==> src/rtl/neuron_out_serializer.sv <==
// Purpose: latch a bank of signed neuron outputs, stream them one word per cycle, track the signed argmax.
// Latency: out_valid with word0 one cycle after an accepted load; done pulses one cycle after the final transfer.
// Backpressure: out_ready=0 freezes out_data/out_idx/out_last/out_valid; a frame may stall indefinitely.
module neuron_out_serializer #(
  parameter int DWIDTH = 16,
  parameter int NWORDS = 10,
  parameter int IDXW   = 4
) (
  input  logic                     clk,
  input  logic                     rst_n,
  input  logic                     load,
  input  logic [NWORDS*DWIDTH-1:0] data_in,
  output logic                     load_ready,
  output logic signed [DWIDTH-1:0] out_data,
  output logic [IDXW-1:0]          out_idx,
  output logic                     out_valid,
  input  logic                     out_ready,
  output logic                     out_last,
  output logic                     done,
  output logic [IDXW-1:0]          max_idx,
  output logic signed [DWIDTH-1:0] max_val
);

  localparam logic [IDXW-1:0] LAST_IDX = IDXW'(NWORDS - 1);

  typedef enum logic {
    IDLE = 1'b0,
    SEND = 1'b1
  } state_t;

  state_t state;
  state_t state_nxt;

  // Captured frame; never rewritten while a frame is being sent.
  logic signed [DWIDTH-1:0] bank [NWORDS];

  // Running argmax of the words presented so far in the current frame.
  logic signed [DWIDTH-1:0] run_max_val;
  logic [IDXW-1:0]          run_max_idx;

  logic                     do_load;
  logic                     do_xfer;
  logic                     last_xfer;
  logic [IDXW-1:0]          nxt_idx;
  logic signed [DWIDTH-1:0] nxt_word;

  // load_ready decodes the state register directly, so it is high in the done cycle.
  assign load_ready = (state == IDLE);
  assign nxt_idx    = out_idx + IDXW'(1);

  // State register.
  always_ff @(posedge clk or negedge rst_n) begin
    if (!rst_n) begin
      state <= IDLE;
    end else begin
      state <= state_nxt;
    end
  end

  // Next-state decode and datapath strobes; out_ready only reaches registers, never an output.
  always_comb begin
    state_nxt = state;
    do_load   = 1'b0;
    do_xfer   = 1'b0;
    last_xfer = 1'b0;
    case (state)
      IDLE: begin
        if (load) begin
          do_load   = 1'b1;
          state_nxt = SEND;
        end
      end
      SEND: begin
        if (out_valid && out_ready) begin
          do_xfer = 1'b1;
          if (out_idx == LAST_IDX) begin
            last_xfer = 1'b1;
            state_nxt = IDLE;
          end
        end
      end
      default: state_nxt = IDLE;
    endcase
  end

  // Select the bank word that follows the one currently presented.
  always_comb begin
    nxt_word = '0;
    for (int i = 0; i < NWORDS; i++) begin
      if (nxt_idx == IDXW'(i)) begin
        nxt_word = bank[i];
      end
    end
  end

  // Bank capture on an accepted load only.
  always_ff @(posedge clk or negedge rst_n) begin
    if (!rst_n) begin
      for (int i = 0; i < NWORDS; i++) begin
        bank[i] <= '0;
      end
    end else if (do_load) begin
      for (int i = 0; i < NWORDS; i++) begin
        bank[i] <= data_in[i*DWIDTH +: DWIDTH];
      end
    end
  end

  // Output stream, running argmax and frame result; ties keep the earlier index (strict compare).
  always_ff @(posedge clk or negedge rst_n) begin
    if (!rst_n) begin
      out_data    <= '0;
      out_idx     <= '0;
      out_valid   <= 1'b0;
      out_last    <= 1'b0;
      done        <= 1'b0;
      max_idx     <= '0;
      max_val     <= '0;
      run_max_idx <= '0;
      run_max_val <= '0;
    end else begin
      done <= 1'b0;
      if (do_load) begin
        out_data    <= data_in[DWIDTH-1:0];
        out_idx     <= '0;
        out_valid   <= 1'b1;
        out_last    <= (NWORDS == 1);
        run_max_val <= data_in[DWIDTH-1:0];
        run_max_idx <= '0;
      end else if (last_xfer) begin
        out_valid <= 1'b0;
        out_last  <= 1'b0;
        done      <= 1'b1;
        max_idx   <= run_max_idx;
        max_val   <= run_max_val;
      end else if (do_xfer) begin
        out_data <= nxt_word;
        out_idx  <= nxt_idx;
        out_last <= (nxt_idx == LAST_IDX);
        if (nxt_word > run_max_val) begin
          run_max_val <= nxt_word;
          run_max_idx <= nxt_idx;
        end
      end
    end
  end

endmodule

==> config.mk <==
export PLATFORM = sky130hd
export DESIGN_NAME = neuron_out_serializer
export DESIGN_NICKNAME = d
export VERILOG_FILES = /design/src/rtl/neuron_out_serializer.sv
export SDC_FILE = /design/constraint.sdc
export NUM_CORES = 1
export LEC_CHECK = 0
export CAP_MARGIN = 25
export CORE_AREA = 2 2 190 174
export DETAILED_ROUTE_END_ITERATION = 12
export DIE_AREA = 0 0 192 176
export PLACE_DENSITY = 0.66
export SLEW_MARGIN = 5
export SYNTH_ARGS = -nofsm -noshare
export SYNTH_HDL_FRONTEND = slang
export SYNTH_SLANG_ARGS = --single-unit
==> constraint.sdc <==
create_clock -name clk -period 9.6 [get_ports clk]
set_input_delay 1.92 -clock clk [delete_from_list [all_inputs] [get_ports clk]]
set_output_delay 1.92 -clock clk [all_outputs]
set_load 0.005 [all_outputs]
# After elaboration in Yosys (flattened, before gate mapping)
# Index checks and enable logic that the tools add are counted.
op_classes:
  n_eq_ne: 11
  n_bitwise: 2
  mux: 41
  reduce_logical: 9
  order_cmp: 1
  addsub: 1
op_table:
  columns: ["operator", "count"]
  rows:
  - ["two-way mux 16 bit", 17]
  - ["two-way mux 4 bit", 7]
  - ["equality test 4 x 3 -> 1 bit (second input constant)", 4]
  - ["> comparator 16 bit", 1]
  - ["two-way mux 1 bit", 16]
  - ["equality test 4 bit (second input constant)", 3]
  - ["equality test 4 x 2 -> 1 bit (second input constant)", 2]
  - ["nonzero test 2 bit", 3]
  - ["adder 4 x 1 -> 4 bit (second input constant)", 1]
  - ["equality test 4 x 1 -> 1 bit (second input constant)", 1]
  - ["zero test 4 bit", 1]
  - ["AND reduction 2 bit", 2]
  - ["AND reduction 3 bit", 1]
  - ["nonzero test 3 bit", 1]
  - ["inequality test 2 bit (second input constant)", 1]
  - ["NOT 1 bit", 2]
  - ["one-hot mux 1 bit (2 select lines)", 1]
  - ["logical AND 1 bit", 1]
word_totals:
  inputBits: 164
  word_cells: 85
  register_bits: 224
  out_inout_bits: 44

# Depth between registers and ports, before layout
# Gate-level depths: netlist (run 1).
logic_depth:
  ltp_word: 17
  depth_mapped: 21
  mapped_depth_nobuf: 17

# Worst setup path before layout (run 1)
# Ideal clock, no wire load.
synth_path:
  path_kind: "flip-flop to flip-flop"
  start: "register out_idx[0]"
  end: "register run_max_val[0]"
  t_arrival_ns: 3.941
  path_buffers: 3
  setup_time_ns: 0.125
  required_time_ns: 9.475
  stages_incl_launch_ff: 20
  path_slack_ns: 5.534
  period_less_slack_ns: 4.066
  path_cell_list: "dfrtp_1 > inv_1 > ha_1 > clkbuf_1 > or2_2 > clkbuf_1 > a221o_1 > a22oi_1 > a21oi_1 > a211oi_1 > nor2_1 > ha_1 > and4_1 > o21ai_0 > a31oi_1 > o22a_1 > o31ai_1 > a21o_1 > buf_4 > mux2_2"
synth_via:
  elab_chain_cells: 16
  word_cells_on_any_way: 33
  cone_classes: "1 x add/sub; 1 x order compare; 11 x eq/ne; 17 x mux; 3 x reduce/logical"
synth_lines:
  columns: ["item", "line_no", "text"]
  rows:
  - ["start, declared", "15", "output logic [IDXW-1:0] out_idx,"]
  - ["start signal, assigned", "138", "out_idx <= nxt_idx;"]
  - ["parallel branches: the longest is 16 deep, another holds adder 4 x 1 -> 4 bit", null, null]
  - ["end signal, assigned", "128", "run_max_val <= data_in[DWIDTH-1:0];"]
  - ["end signal, assigned", "141", "run_max_val <= nxt_word;"]
  - ["end, declared", "38", "logic signed [DWIDTH-1:0] run_max_val;"]
# Several ways; the timed one is not identified. The select of a mux whose other input is x is not followed.
# A chain may end at the register's enable or synchronous reset.

# Worst setup path in the final report (run 1)
# Same ends and word-level chain as after synthesis.

==> results of run 1 <==
logic make-up after synthesis:
group,Yosys count
fa+ha+maj,22
flops,224
compound gates,250
mux,40
buf+inv,113
xor+xnor,1
simple gates,636
worst max-delay path: stages (launching register included):
cell,delay (ns)
dfrtp_1,0.48
inv_1,0.14
ha_1,0.16
buf_4,0.39
clkinv_1,0.58
nor2_1,0.75
a221o_1,0.26
a22oi_1,0.06
a21oi_1,0.39
a211oi_1,0.09
nor2_1,0.13
ha_1,0.24
a211oi_1,0.20
nor2_1,0.07
nor3_1,0.14
nor2_1,0.09
o31ai_1,0.45
a21o_1,0.79
mux2_2,0.42
routing by layer:
metal	up-vias	part of all wire, %	global-route usage (%)	wire, um
met5	-	0	0	0
met4	0	2.8	6.20	1020
met3	57	9.2	4.00	3340
met2	459	41	31.0	15100
met1	4582	47	33.4	17000
li1	4628	-	-	-
synth_stat cells (4+ instances only):
library cell	n
o21ai_0	58
buf_2	17
buf_4	5
a221o_1	12
mux2_2	27
a221oi_1	4
a21o_1	4
nor2_1	42
nand2_1	528
dfrtp_1	224
o21ai_1	6
nor2b_1	4
a32oi_1	5
mux2i_1	12
and2_1	4
nand2b_1	17
a22oi_1	35
clkbuf_1	62
a31oi_1	5
inv_1	24
a21oi_1	59
nor3_1	13
ha_1	22
o22ai_1	17
a211oi_1	14
nand3_1	7
flip-flops by register name, summed over array words and instances (netlist names):
register,count
out_valid,1
max_val,16
out_last,1
done,1
out_data,16
run_max_val,16
run_max_idx,4
out_idx,4
state,1
bank,160
max_idx,4
cell type report:
class | instances | area share [%]
Clock buffer | 34 | 5.16
Clock inverter | 7 | 0.425
Sequential cell | 224 | 39.7
Tap cell | 416 | 3.68
Inverter | 25 | 0.664
Multi-Input combinational cell | 949 | 35.0
Timing Repair Buffer | 218 | 15.4
per-stage QoR:
| step | instances | area, sq um | hold WS, ns |
|---|---|---|---|
| after floorplan | 1286 | 11000 | 0.437 |
| after global placement | 1831 | 13300 | 0.456 |
| after detailed placement | 1831 | 13300 | 0.460 |
| after CTS | 1872 | 14100 | 0.477 |
| after global routing | 1873 | 14100 | 0.490 |
| final | 1873 | 14100 | 0.470 |
final timing paths:
check                                       startpoint                    endpoint  slack (ns)  depth (start not counted)
max in group asynchronous                        rst_n       bank[115]$_DFFE_PN0P_        6.98                          2
worst min register to register    bank[33]$_DFFE_PN0P_        bank[33]$_DFFE_PN0P_        0.47                          2
worst max-delay path            out_idx[0]$_DFFE_PN0P_  run_max_val[0]$_DFFE_PN0P_        3.62                         18
worst min-delay path              bank[33]$_DFFE_PN0P_        bank[33]$_DFFE_PN0P_        0.47                          2
worst max register to register  out_idx[0]$_DFFE_PN0P_  run_max_val[0]$_DFFE_PN0P_        3.62                         18
min in group asynchronous                        rst_n       bank[122]$_DFFE_PN0P_        1.37                          1
power by group through the flow:
stage / Sequential, mW / Clock [mW] / Combinational [mW]
6_report: 1.74 / 0.927 / 2.23
3_5_place_dp: 1.74 / 0 / 2.20
3_3_place_gp: 1.74 / 0 / 2.15
4_1_cts: 1.73 / 0.941 / 2.21
5_1_grt: 1.78 / 0.985 / 2.49
2_1_floorplan: 1.57 / 0 / 1.55
==> flow_summary.json, run 1 <==
{
  "die_y_um": 176,
  "p_sw_share_pct": 42.0,
  "clock_path_buffers": 3,
  "via_count": 9726,
  "ios": 208,
  "power_mw": 4.90,
  "dpl.hpwl_um": 27300,
  "grt_antenna_before_repair": 0,
  "multi_input_area_sq_um": 4940,
  "p_clk_share_pct": 18.9,
  "end_kind": "flip-flop",
  "avgViaCountPerCell": 5.19,
  "power.internal_mw": 2.84,
  "outcome": "completed",
  "ys_types": 64,
  "muxShareOfSynthArea_pct": 3.96,
  "rows": 62,
  "timing.final.max_slew_violations": 0,
  "grt.total_usage_pct": 21.7,
  "startpoint_type": "flip-flop",
  "numPortBuffers": 207,
  "clkLatencyLatePin_ns": 0.53,
  "path_clk_slew_ns": 0.06,
  "fin_tns_setup_ns": 0,
  "grt_pass1_vias": 9518,
  "fmax_ghz": 0.167,
  "antenna_cells": 0,
  "drt_wl_total_um": 36400,
  "p_sw_mw": 2.06,
  "cts_max_level": 1,
  "ctsHoldBuffers": 0,
  "tightest_slew_ns": 1.06,
  "power_frac_comb_pct": 45.5,
  "drtIter0Drc": 1084,
  "synth_compound_area_share_pct": 14.8,
  "crit_type": "flip-flop to flip-flop",
  "syn_nets": 1472,
  "ys_ff_latch": 224,
  "hold_viol_final": 0,
  "finalCriticalPeriod_ns": 5.98,
  "remaining_drc_errors": 0,
  "globalplace.congestion": 0.900,
  "nets": 1628,
  "synth_top_family_by_area": "simple AND/OR/NAND/NOR gates",
  "seqCellArea_sq_um": 5610,
  "numCtsBuffers": 24,
  "cts_tree": "built",
  "fp.dieW_um": 192,
  "clock_sinks": 224,
  "dieArea_sq_um": 33800,
  "synth_adder_area_share_pct": 2.50,
  "ctsResizeCount": 0,
  "grt_max_degree": 105,
  "hp-class": "flip-flop to flip-flop",
  "p_per_area_nw_per_um2": 347,
  "synth_top_area_cell": "dfrtp_1",
  "critPathArrivalTime_ns": 6.38,
  "mostFrequentLayoutCell": "nand2_1",
  "synth_area_per_cell_sq_um": 8.55,
  "dp_worst_setup_slack_ns": 3.75,
  "sequentialPowerShare_pct": 35.6,
  "async_flop_share_pct": 100,
  "synth-main-ff-cell": "dfrtp_1",
  "ant_nets": 0,
  "power_leakage_nw": 6.65,
  "rsz0062_at_grt": "no",
  "ys_seq_area_share_pct": 51.0,
  "synth_area_leaders": "dfrtp_1 (51%), nand2_1 (18%), mux2_2 (2.8%)",
  "core_area_sq_um": 31700,
  "n_fill_cell": 3155,
  "finalSetupViolations": 0,
  "fin_skew_ns": 0.0229,
  "crit_path_max_fanout": 41,
  "yosysWarnings": 0,
  "yosys.area_share.simple_pct": 23.5,
  "start_util_pct": 34.8,
  "cts_setup_buffers": 0,
  "mostFrequentLayoutCells": "nand2_1 (527), dfrtp_1 (224), clkdlybuf4s50_1 (206)",
  "synth_edf_count": 0,
  "relSlewSlack_pct": 29.2,
  "syn2layout_area_growth_pct": 28.4,
  "period_share_pct": 62.3,
  "grt_pass1_wl_um": 55700,
  "cap_violations": 0,
  "synthXorXnorAreaFrac_pct": 0.0796,
  "drive_above_1_share_pct": 6.31,
  "netlist_area_sq_um": 11000,
  "cts-root-buf": "clkbuf_16",
  "syn_inst": 1286,
  "crit_required_ns": 10.00,
  "firstDrtPassIters": 8,
  "utilization_pct": 44.6,
  "peakVddDrop_mv": 0.209,
  "setup_slack_ns": 3.62,
  "synth_top_area_share_pct": 51.0,
  "drt-wirelength-per-cell_um": 19.5,
  "grt_overflow_total": 0
}
Power figures use the tool's default switching activity.
==> run 2: changes to the inputs <==
==> constraint.sdc (replaced) <==
create_clock -name clk -period 5.95 [get_ports clk]
set_input_delay 1.19 -clock clk [delete_from_list [all_inputs] [get_ports clk]]
set_output_delay 1.19 -clock clk [all_outputs]
set_load 0.005 [all_outputs]
==> flow_summary.json, run 2 (same netlist as run 1, synthesis figures left out) <==
{
  "outcome": "completed",
  "ctsHoldBuffers": 0,
  "mostFrequentLayoutCells": "nand2_1 (527), dfrtp_1 (224), clkdlybuf4s50_1 (206)",
  "clock_path_buffers": 3,
  "start_util_pct": 34.8,
  "cpMostUsedCell": "nor2_1",
  "drtIter0Drc": 918,
  "numPortBuffers": 207,
  "p_clk_share_pct": 19.3,
  "grt_overflow_total": 0,
  "rsz0062_at_grt": "no",
  "cap_violations": 0,
  "via_count": 9727,
  "die_y_um": 176,
  "path_clk_slew_ns": 0.06,
  "end_kind": "flip-flop",
  "rows": 62,
  "grt_max_degree": 129,
  "grt.total_usage_pct": 21.6,
  "globalplace.congestion": 0.926,
  "rr_endpoint": "run_max_val[7]$_DFFE_PN0P_",
  "ant_nets": 0,
  "hold_start": "bank[39]$_DFFE_PN0P_",
  "largest_reg_flops": 160,
  "crit_required_ns": 6.38,
  "cts_max_level": 1,
  "finalSetupViolations": 0,
  "critPathMaxStageDelay_ns": 0.82,
  "path_buf_inv": 3,
  "timing.final.max_slew_violations": 0,
  "nets": 1635,
  "p_sw_share_pct": 42.1,
  "syn2layout_area_growth_pct": 29.2,
  "largest-register": "bank",
  "fin_skew_ns": 0.0148,
  "period_share_pct": 88.3,
  "utilization_pct": 44.9,
  "cts_tree": "built",
  "hold_viol_final": 0,
  "sequentialPowerShare_pct": 35.2,
  "antenna_cells": 0,
  "drive_above_1_share_pct": 6.82,
  "clock_sinks": 224,
  "finalCriticalPeriod_ns": 5.25,
  "grt_pass1_wl_um": 55300,
  "cp_cell_sequence": "inv_1 -> ha_1 -> nor2b_1 -> buf_4 -> a22oi_1 -> o21ai_0 -> nand2_1 -> a21oi_1 -> a211oi_1 -> nor2_1 -> ha_1 -> o21ai_0 -> nor2_1 -> nor3_1 -> nor2_1 -> o31ai_1 -> a21o_1 -> buf_4 -> mux2i_1",
  "avgViaCountPerCell": 5.17,
  "startpoint_type": "flip-flop",
  "ctsResizeCount": 0,
  "tightest_slew_ns": 1.04,
  "core_area_sq_um": 31700,
  "power_frac_comb_pct": 45.5,
  "p_per_area_nw_per_um2": 566,
  "ios": 208,
  "whs_endpoint": "bank[39]$_DFFE_PN0P_",
  "relSlewSlack_pct": 30.4,
  "reg2regPathDepth": 19,
  "crit_path_max_fanout": 13,
  "cts_setup_buffers": 0,
  "ff2ff_setup_slack_ns": 0.70,
  "fp.dieW_um": 192,
  "min_path_cells": 2,
  "numCtsBuffers": 25,
  "hp-class": "flip-flop to flip-flop",
  "dieArea_sq_um": 33800,
  "cp_slowest_cell": "nor2b_1",
  "peakVddDrop_mv": 0.283,
  "dpl.hpwl_um": 27600,
  "drt_wl_total_um": 36900,
  "critPathArrivalTime_ns": 5.68,
  "firstDrtPassIters": 6,
  "cts-root-buf": "clkbuf_16",
  "power_leakage_nw": 6.69,
  "fmax_ghz": 0.190,
  "p_sw_mw": 3.39,
  "r2r_start": "out_idx[0]$_DFFE_PN0P_",
  "grt_pass1_vias": 9232,
  "path_delay_family": "compound AO/OA/AOI/OAI gates",
  "grt_antenna_before_repair": 0,
  "clkLatencyLatePin_ns": 0.52,
  "power.internal_mw": 4.65,
  "crit_type": "flip-flop to flip-flop",
  "remaining_drc_errors": 0,
  "fin_tns_setup_ns": 0,
  "drt-wirelength-per-cell_um": 19.6,
  "mostFrequentLayoutCell": "nand2_1"
}
## run 2: area by class of cell
class,count,area [sq um]
fill,3115,17400
sequential,224,5610
multi-input combinational,949,4940
timing repair buffer,224,2230
clock buffer,34,709
tap,416,520
clock inverter,11,119
inverter,25,93.8
## run 2: worst max path at each step
stage | endpoint | cells after the start | startpoint | slack (ns)
after detailed placement | run_max_val[10]$_DFFE_PN0P_ | 19 | out_idx[0]$_DFFE_PN0P_ | 0.83
after global placement | run_max_val[11]$_DFFE_PN0P_ | 19 | out_idx[0]$_DFFE_PN0P_ | 1.03
after global routing | run_max_val[5]$_DFFE_PN0P_ | 18 | out_idx[0]$_DFFE_PN0P_ | 0.41
final | run_max_val[7]$_DFFE_PN0P_ | 19 | out_idx[0]$_DFFE_PN0P_ | 0.70
after CTS | run_max_val[10]$_DFFE_PN0P_ | 19 | out_idx[0]$_DFFE_PN0P_ | 0.79
after floorplan | run_max_val[0]$_DFFE_PN0P_ | 19 | out_idx[0]$_DFFE_PN0P_ | 1.88
## run 2: power by group through the flow
stage | Clock, mW | Sequential, mW | Combinational [mW]
2_1_floorplan | 0 | 2.53 | 2.50
6_report | 1.55 | 2.83 | 3.66
5_1_grt | 1.64 | 2.89 | 4.05
3_3_place_gp | 0 | 2.83 | 3.53
4_1_cts | 1.58 | 2.81 | 3.62
3_5_place_dp | 0 | 2.83 | 3.59
## run 2: per-layer routing
layer | up-vias | GRT usage [%] | part of all wire, %
li1 | 4631 | - | -
met4 | 0 | 3.98 | 1.5
met1 | 4670 | 33.3 | 47
met5 | - | 0 | 0
met3 | 41 | 4.02 | 8.3
met2 | 385 | 31.5 | 43
## run 2: worst min-delay path, stage by stage (launching register included)
cell and delay (ns):
dfrtp_1 0.33, nand2_1 0.05, nand2_1 0.06
## run 2: through the flow
stage / setup WS (ns) / total power, mW / hold WS (ns) / cells / instance area (sq um)
final: 0.698 / 8.04 / 0.472 / 1883 / 14200
after global routing: 0.407 / 8.57 / 0.495 / 1883 / 14200
after CTS: 0.794 / 8.01 / 0.476 / 1883 / 14200
after detailed placement: 0.833 / 6.42 / 0.462 / 1838 / 13400
after global placement: 1.03 / 6.37 / 0.454 / 1838 / 13400
after floorplan: 1.88 / 5.03 / 0.437 / 1286 / 11000
==> run 3: changes to the inputs <==
--- a/config.mk
+++ b/config.mk
@@ -6,10 +6,12 @@
 export NUM_CORES = 1
 export LEC_CHECK = 0
 export CAP_MARGIN = 25
+export CELL_PAD_IN_SITES_DETAIL_PLACEMENT = 0
+export CELL_PAD_IN_SITES_GLOBAL_PLACEMENT = 1
 export CORE_AREA = 2 2 190 174
 export DETAILED_ROUTE_END_ITERATION = 12
 export DIE_AREA = 0 0 192 176
-export PLACE_DENSITY = 0.66
+export PLACE_DENSITY = 0.81
 export SLEW_MARGIN = 5
 export SYNTH_ARGS = -nofsm -noshare
 export SYNTH_HDL_FRONTEND = slang
==> flow_summary.json, run 3 (same netlist as run 1, synthesis figures left out) <==
{
  "nets": 1635,
  "n_fill_cell": 3119,
  "grt_antenna_before_repair": 0,
  "grt_overflow_total": 0,
  "power_leakage_nw": 6.70,
  "globalplace.congestion": 0.912,
  "cts_max_level": 1,
  "rsz0062_at_grt": "no",
  "via_count": 9778,
  "antenna_cells": 0,
  "power_mw": 8.10,
  "clock_path_buffers": 3,
  "critPathArrivalTime_ns": 5.96,
  "hold_start": "bank[39]$_DFFE_PN0P_",
  "remaining_drc_errors": 0,
  "utilization_pct": 45.1,
  "start_util_pct": 34.8,
  "drive_above_1_share_pct": 7.02,
  "cts-root-buf": "clkbuf_16",
  "mostFrequentLayoutCell": "nand2_1",
  "rr_endpoint": "run_max_val[7]$_DFFE_PN0P_",
  "cts_tree": "built",
  "period_share_pct": 93.0,
  "final_cells": 1883,
  "sequentialPowerShare_pct": 34.9,
  "die_y_um": 176,
  "firstDrtPassIters": 7,
  "postLayoutCellArea_sq_um": 14300,
  "p_clk_share_pct": 19.8,
  "rows": 62,
  "syn2layout_area_growth_pct": 29.7,
  "drtIter0Drc": 958,
  "fin_skew_ns": 0.0180,
  "numPlacedInstances": 1837,
  "grt.total_usage_pct": 22.2,
  "drt_wl_total_um": 37300,
  "hp-class": "flip-flop to flip-flop",
  "ctsResizeCount": 0,
  "tightest_slew_ns": 1.00,
  "p_per_area_nw_per_um2": 568,
  "largest_reg_flops": 160,
  "mostFrequentLayoutCells": "nand2_1 (527), dfrtp_1 (224), clkdlybuf4s50_1 (206)",
  "drt-wirelength-per-cell_um": 19.8,
  "power.internal_mw": 4.71,
  "crit_required_ns": 6.38,
  "ctsHoldBuffers": 0,
  "largest-register": "bank",
  "grt_pass1_wl_um": 57100,
  "clkLatencyLatePin_ns": 0.52,
  "avgViaCountPerCell": 5.19,
  "ant_nets": 0,
  "reg2regPathDepth": 17,
  "relSlewSlack_pct": 33.2,
  "p_sw_mw": 3.39,
  "outcome": "completed",
  "dieArea_sq_um": 33800,
  "ios": 208,
  "core_area_sq_um": 31700,
  "dpl_cell_area_sq_um": 13400,
  "end_kind": "flip-flop",
  "grt_max_degree": 108,
  "startpoint_type": "flip-flop",
  "crit_path_max_fanout": 16,
  "timing.final.max_slew_violations": 0,
  "fmax_ghz": 0.181,
  "whs_endpoint": "bank[39]$_DFFE_PN0P_",
  "dpl.hpwl_um": 28100,
  "finalSetupViolations": 0,
  "finalCriticalPeriod_ns": 5.53,
  "grt_pass1_vias": 9574,
  "numPortBuffers": 207,
  "clock_sinks": 224,
  "peakVddDrop_mv": 0.294,
  "hold_viol_final": 0,
  "cts_setup_buffers": 0,
  "fin_tns_setup_ns": 0,
  "min_path_cells": 2,
  "cap_violations": 0,
  "ff2ff_setup_slack_ns": 0.42,
  "fp.dieW_um": 192,
  "numCtsBuffers": 25,
  "power_frac_comb_pct": 45.4,
  "r2r_start": "out_idx[0]$_DFFE_PN0P_",
  "crit_type": "flip-flop to flip-flop",
  "path_clk_slew_ns": 0.06,
  "p_sw_share_pct": 41.9
}
## run 3: cell types whose count changed in the layout (fill, tap and decap cells not counted), sizes merged
cell,before,now
bufinv,2,3
clkbuf,34,31
clkinv,8,6
clkinvlp,1,5
## run 3: area by class of cell
| type | instances | area [sq um] | share of cell area [%] |
|---|---|---|---|
| Multi-Input combinational cell | 949 | 4940 | 34.6 |
| Inverter | 25 | 93.8 | 0.657 |
| Clock inverter | 14 | 165 | 1.16 |
| Clock buffer | 31 | 698 | 4.89 |
| Sequential cell | 224 | 5610 | 39.3 |
| Timing Repair Buffer | 224 | 2250 | 15.8 |
| Tap cell | 416 | 520 | 3.65 |
## run 3: power by group through the flow
stage | Sequential, mW | Clock (mW) | Combinational [mW]
detailed placement | 2.83 | 0 | 3.62
global route | 2.90 | 1.69 | 4.10
CTS | 2.82 | 1.63 | 3.64
finish | 2.83 | 1.60 | 3.68
floorplan | 2.53 | 0 | 2.50
global placement | 2.83 | 0 | 3.57
## run 3: critical path: stages, from the launching register on
cell and delay, ns:
dfrtp_1 0.53, ha_1 0.50, nor2b_1 0.68, buf_4 0.36, a22oi_1 0.16, o21ai_0 0.28
nand2_1 0.16, a21oi_1 0.39, a211oi_1 0.09, nor2_1 0.14, ha_1 0.24, nand2_1 0.08
nor2_1 0.07, o22a_1 0.19, o31ai_1 0.45, a21o_1 0.65, buf_4 0.27, mux2i_1 0.20
## run 3: worst max path at each step
stage | startpoint | to | slack (ns) | depth (start not counted)
after floorplan | out_idx[0]$_DFFE_PN0P_ | run_max_val[0]$_DFFE_PN0P_ | 1.88 | 19
after global placement | out_idx[0]$_DFFE_PN0P_ | run_max_val[11]$_DFFE_PN0P_ | 0.77 | 17
after detailed placement | out_idx[0]$_DFFE_PN0P_ | run_max_val[7]$_DFFE_PN0P_ | 0.61 | 17
after CTS | out_idx[0]$_DFFE_PN0P_ | run_max_val[7]$_DFFE_PN0P_ | 0.58 | 17
after global routing | out_idx[0]$_DFFE_PN0P_ | run_max_val[7]$_DFFE_PN0P_ | 0.09 | 17
final | out_idx[0]$_DFFE_PN0P_ | run_max_val[7]$_DFFE_PN0P_ | 0.42 | 17
## run 3: per-layer routing
metal  vias up  track usage [%]  routed length (um)
met4         0             5.41                 888
met3        51             4.13                3140
li1       4649                -                   -
met1      4650             34.4               17900
met2       428             31.6               15300
met5         -                0                   0
## run 3: metrics by stage
step	setup slack (ns)	hold slack, ns
2_1_floorplan	1.88	0.437
3_3_place_gp	0.769	0.453
3_5_place_dp	0.613	0.456
4_1_cts	0.579	0.471
5_1_grt	0.0943	0.501
6_report	0.417	0.464
